### config.mk
export PLATFORM = sky130hd
export DESIGN_NAME = bus_rr_scheduler
export DESIGN_NICKNAME = d
export VERILOG_FILES = /design/src/rtl/bus_rr_scheduler.sv
export SDC_FILE = /design/constraint.sdc
export NUM_CORES = 1
export LEC_CHECK = 0
export ABC_AREA = 1
export CAP_MARGIN = 25
export CORE_ASPECT_RATIO = 0.7
export CORE_MARGIN = 2
export CORE_UTILIZATION = 41
export CTS_CLUSTER_SIZE = 8
export DETAILED_ROUTE_END_ITERATION = 8
export HOLD_SLACK_MARGIN = 0.06
export MAX_ROUTING_LAYER = met4
export PLACE_DENSITY = 0.87
export SETUP_SLACK_MARGIN = 0.3
export SLEW_MARGIN = 5
export SYNTH_ARGS = -nofsm -noshare
export SYNTH_HDL_FRONTEND = slang
export SYNTH_SLANG_ARGS = --single-unit
### constraint.sdc
create_clock -name clk -period 3.27 [get_ports clk]
set_input_delay 0.4905 -clock clk [delete_from_list [all_inputs] [get_ports clk]]
set_output_delay 0.4905 -clock clk [all_outputs]
set_load 0.02 [all_outputs]
### src/rtl/bus_rr_scheduler.sv
// Round-robin packet scheduler: grants one pending source FIFO at a time, pops its head and
// pushes it to the decoded destination(s). Optional macro BUS_SCHED_SELF_SEND_EN allows self-delivery.
module bus_rr_scheduler #(
  parameter int         drvrs     = 8,
  parameter int         pckg_sz   = 16,
  parameter logic [7:0] broadcast = 8'hFF
) (
  input  logic                       clk,
  input  logic                       reset,
  input  logic [drvrs-1:0]           pndng,
  input  logic [drvrs*pckg_sz-1:0]   D_pop,
  output logic [drvrs-1:0]           pop,
  output logic [drvrs-1:0]           push,
  output logic [pckg_sz-1:0]         D_push,
  output logic                       busy,
  output logic                       err_dest,
  output logic [$clog2(drvrs)-1:0]   last_src
);
  localparam int LW = $clog2(drvrs);

  typedef enum logic [1:0] {IDLE, GRANT, ROUTE} state_t;

  state_t               state_q, state_d;
  logic [drvrs-1:0]     pop_q, pop_d;
  logic [drvrs-1:0]     push_q, push_d;
  logic [pckg_sz-1:0]   d_push_q, d_push_d;
  logic                 busy_q, busy_d;
  logic                 err_dest_q, err_dest_d;
  logic [LW-1:0]        last_src_q, last_src_d;

  logic [pckg_sz-1:0]   head;
  logic [7:0]           dest;
  logic [LW-1:0]        grant;

  // First requester strictly after 'last', wrapping; the downward loop leaves the nearest one.
  function automatic logic [LW-1:0] next_grant(input logic [LW-1:0] last,
                                               input logic [drvrs-1:0] req);
    logic [LW-1:0] g;
    int            idx;
    g = last;
    for (int k = drvrs; k >= 1; k--) begin
      idx = (int'(last) + k) % drvrs;
      if (req[idx[LW-1:0]]) g = idx[LW-1:0];
    end
    return g;
  endfunction

  always_comb begin
    head = '0;
    for (int i = 0; i < drvrs; i++) begin
      if (last_src_q == LW'(i)) head = D_pop[i*pckg_sz +: pckg_sz];
    end
    dest  = head[pckg_sz-1 -: 8];
    grant = next_grant(last_src_q, pndng);

    state_d    = state_q;
    pop_d      = '0;
    push_d     = '0;
    err_dest_d = 1'b0;
    busy_d     = 1'b0;
    d_push_d   = d_push_q;
    last_src_d = last_src_q;

    case (state_q)
      IDLE, ROUTE: begin
        state_d = IDLE;
        if (|pndng) begin
          state_d     = GRANT;
          pop_d[grant] = 1'b1;
          last_src_d  = grant;
          busy_d      = 1'b1;
        end
      end
      GRANT: begin
        // Routing is decided from the popped head so push lands in ROUTE with registered outputs.
        state_d  = ROUTE;
        busy_d   = 1'b1;
        d_push_d = head;
        if (dest == broadcast) begin
          push_d = '1;
`ifndef BUS_SCHED_SELF_SEND_EN
          push_d[last_src_q] = 1'b0;
`endif
        end else if (dest < 8'(drvrs)) begin
          if (dest == 8'(last_src_q)) begin
`ifdef BUS_SCHED_SELF_SEND_EN
            push_d[last_src_q] = 1'b1;
`else
            err_dest_d = 1'b1;
`endif
          end else begin
            push_d[dest[LW-1:0]] = 1'b1;
          end
        end else begin
          err_dest_d = 1'b1;
        end
      end
      default: state_d = IDLE;
    endcase
  end

  always_ff @(posedge clk) begin
    if (reset) begin
      state_q    <= IDLE;
      pop_q      <= '0;
      push_q     <= '0;
      d_push_q   <= '0;
      busy_q     <= 1'b0;
      err_dest_q <= 1'b0;
      last_src_q <= LW'(drvrs - 1);
    end else begin
      state_q    <= state_d;
      pop_q      <= pop_d;
      push_q     <= push_d;
      d_push_q   <= d_push_d;
      busy_q     <= busy_d;
      err_dest_q <= err_dest_d;
      last_src_q <= last_src_d;
    end
  end

  assign pop      = pop_q;
  assign push     = push_q;
  assign D_push   = d_push_q;
  assign busy     = busy_q;
  assign err_dest = err_dest_q;
  assign last_src = last_src_q;
endmodule
==> impl_results.md, run 1 <==
* Ports at 175
* Minimum clock period at 2.796 ns
* Ant diodes at 0
* Clock-pin slew on the worst setup and hold paths at 0.06 ns
* Initial antenna violation count at 0
* Gate power share at 0.728
* Clock buffer depth at 2
* Worst hold path class: reg -> reg
* Peak supply drop at 375.0 uV
* Buffers added on ports at 174
* Cell-internal power at 0.002036 W
* R2R setup slack at 0.47 ns
* Largest net degree at the start of global routing at 32
* Synth Area per Inst at 5.641 sq um
* Setup ws final at 0.4737 ns
* Final wirelength at 13,230 microns
* DP HPWL at 10,420 microns
* Number of CTS-inserted buffers at 5
* Seq cells post-synth at 39
* Critical Path Fanout Max at 17
* Depth of the worst hold-timing path at 2
* Seq/Total Area, Yosys at 0.2229
* DIE HEIGHT at 81.34 microns
* Layout Nets at 944
* Critical path arrival at 3.00 ns
* Rel. slew slack at 0.6596
* Setup violators final at 0
* Share of cells above drive strength 1 at 0.08176
* DP Worst Slack at 0.4134 ns
* Worst Skew at 0.007278 ns
* Vias per inst at 5.297
* Most frequent cells in the layout: nand2_1 (218), clkdlybuf4s50_1 (174), nand3_1 (96)
* Switching part of the total power at 0.5227
* Syn nets at 771
* CTS tree: yes
* HP Start: D_push[2]
* Tot GR Track Use at 0.2803
* RSZ-0062 raised after global routing: false
* GPL Wtd Cong at 0.9309
* Critical path endpoint category: flop
* # H-tree levels at 2
* End of the worst hold path: D_push[2]
* Outcome: finished clean
* Final worst path period share at 0.8551
* Static Leak at 2.565 nW
* CORE AREA at 0.008373 sq mm
* Hold Fails Final Rpt at 0
* Drt drc at 0
* First-pass GRT wire length at 20,090 microns
* Reg-to-Reg Start: last_src[0]
* Initial drt markers at 400
* Final slew viol count at 0
* Post-Layout Cell Count at 900
* CTS root buffer: clkbuf_16
* Clock Power Share at 0.120
* Cell count after synthesis at 621
* Reg2reg end: push[4]
* Worst-margin pin slew at 0.5090 ns
* Psw at 0.002230 W
* Crit path kind: reg -> reg
* Die Width at 114.5 microns
* Drt wl/cell at 14.69 microns
* R2R cell count at 16
* Die area at 0.009312 sq mm
* Unique masters post-synth at 32
* Starting Density at 0.4184
* Row count at 28
* Critical Path RT at 3.47 ns
* Post-Syn Area at 0.003503 sq mm
* Remaining global-route overflow at 0
* Seq pwr share at 0.152
* Commonest non-fill, non-tap cell in the layout: nand2_1
* # Max-Cap Violations at 0
* Remaining antenna violation count after routing at 0
* Yosys warns at 0
* Hold_ws at 0.4692 ns
* # placed instances at 885
* Clk_lat worst skew at 0.28 ns
* Layout area overhead at 59.57%
* PwrDens at 763.0 mW/mm^2
* Clock Sinks at 39
* Dpl cell area at 0.005320 sq mm
* TritonRoute pass-1 iters at 5
* Vias in the first global route at 4,177
* Vias at 4,767
* Post-layout instance area at 0.005590 sq mm
* Setup TNS at 0 ns
* Fmax at 0.3576 GHz
* CP Launch Type: flop
flip-flops by register name, indices dropped and copies added, names as in the netlist:
signal	count
state_q	2
D_push	16
err_dest	1
last_src	3
pop	8
push	8
busy	1
logic make-up after synthesis:
group | Yosys count | share of synthesized area
XOR/XNOR | 1 | 0.002500
AO/OA/AOI/OAI | 76 | 0.1300
buffers and inverters | 85 | 0.1029
flip-flops | 39 | 0.2229
AND/OR/NAND/NOR | 408 | 0.4989
adder cells (fa/ha/maj) | 12 | 0.04286
per-layer routing:
layer / up-vias / part of all wire / global-route usage
met5: - / 0 / -
met3: 32 / 0.086 / 0.03358
li1: 2345 / - / -
met1: 2099 / 0.44 / 0.3737
met4: 0 / 0.020 / 0.07073
met2: 291 / 0.45 / 0.4544
per-stage QoR:
step	total power (W)	utilization
after CTS	0.004051	0.6545
after detailed placement	0.003539	0.6354
final	0.004266	0.6677
after floorplan	0.002677	-
after global placement	0.003445	0.6354
after global routing	0.004600	0.6677
timing repair:
item	in CTS	in global routing
hold buffers	0	0
setup buffers	0	6
resized for setup	0	16
setup endpoints to repair	0	13
power by group through the flow:
stage / clock [W] / sequential (W) / combinational (W)
after CTS: 0.000508 / 0.000639 / 0.00290
final: 0.000511 / 0.000648 / 0.00311
after global routing: 0.000535 / 0.000660 / 0.00340
after floorplan: 0 / 0.000759 / 0.00192
after global placement: 0 / 0.000644 / 0.00280
after detailed placement: 0 / 0.000648 / 0.00289
worst max path at each step:
stage | from | end | slack (ns) | cells past startpoint
after detailed placement | last_src[1] | push[4] | 0.41 | 13
after global routing | last_src[0] | push[3] | 0.32 | 16
final | last_src[0] | push[4] | 0.47 | 16
after floorplan | last_src[1] | pop[0] | 0.67 | 16
after CTS | last_src[1] | push[4] | 0.37 | 13
after global placement | last_src[0] | push[7] | 0.52 | 18
worst max-delay path, cell delays in order (launching register included):
cell and delay (ns):
dfxtp_1 0.35, buf_4 0.19, ha_1 0.26, ha_1 0.27
inv_2 0.12, buf_6 0.18, nand3_1 0.09, nand3_1 0.12
nand3_1 0.09, nand2_1 0.15, nand2_1 0.07, nand2_1 0.06
nand3_1 0.11, nor2_4 0.20, clkbuf_2 0.21, nand3_1 0.09
a21oi_1 0.16
cell usage after synthesis (all sizes together):
cell	instances	area, sq um
a21boi	1	11.26
a21oi	30	157.7
buf	17	105.1
clkbuf	9	33.78
clkinv	2	7.510
dfxtp	39	780.8
ha	12	150.1
inv	57	214.0
nand2	223	849.6
nand3	96	480.5
nand4	1	6.260
nor2	68	277.8
nor3	2	21.27
o211ai	21	157.7
o21a	1	7.510
o21ai	21	105.1
o21bai	1	7.510
o41ai	1	8.760
or2	18	112.6
xnor2	1	8.760
final cells by class:
cell class                 count  area [sq um]
sequential                    39         783.3
inverter                      59         231.5
multi-input combinational    497          2405
timing repair inverter         1         5.005
timing repair buffer         191          1874
fill                         736          2783
tap                          105         131.4
clock inverter                 1         7.507
clock buffer                   7         152.6
No activity file was read; power rests on OpenSTA's default activity.
==> run 2, diff against run 1 <==
--- a/config.mk
+++ b/config.mk
@@ -6,6 +6,7 @@
 export NUM_CORES = 1
 export LEC_CHECK = 0
 export ABC_AREA = 1
+export ABC_CLOCK_PERIOD_IN_PS = 3270
 export CAP_MARGIN = 25
 export CORE_ASPECT_RATIO = 0.7
 export CORE_MARGIN = 2
==> results of run 2 <==
Same layout as run 1: the final DEF is identical, and so are final timing and power.
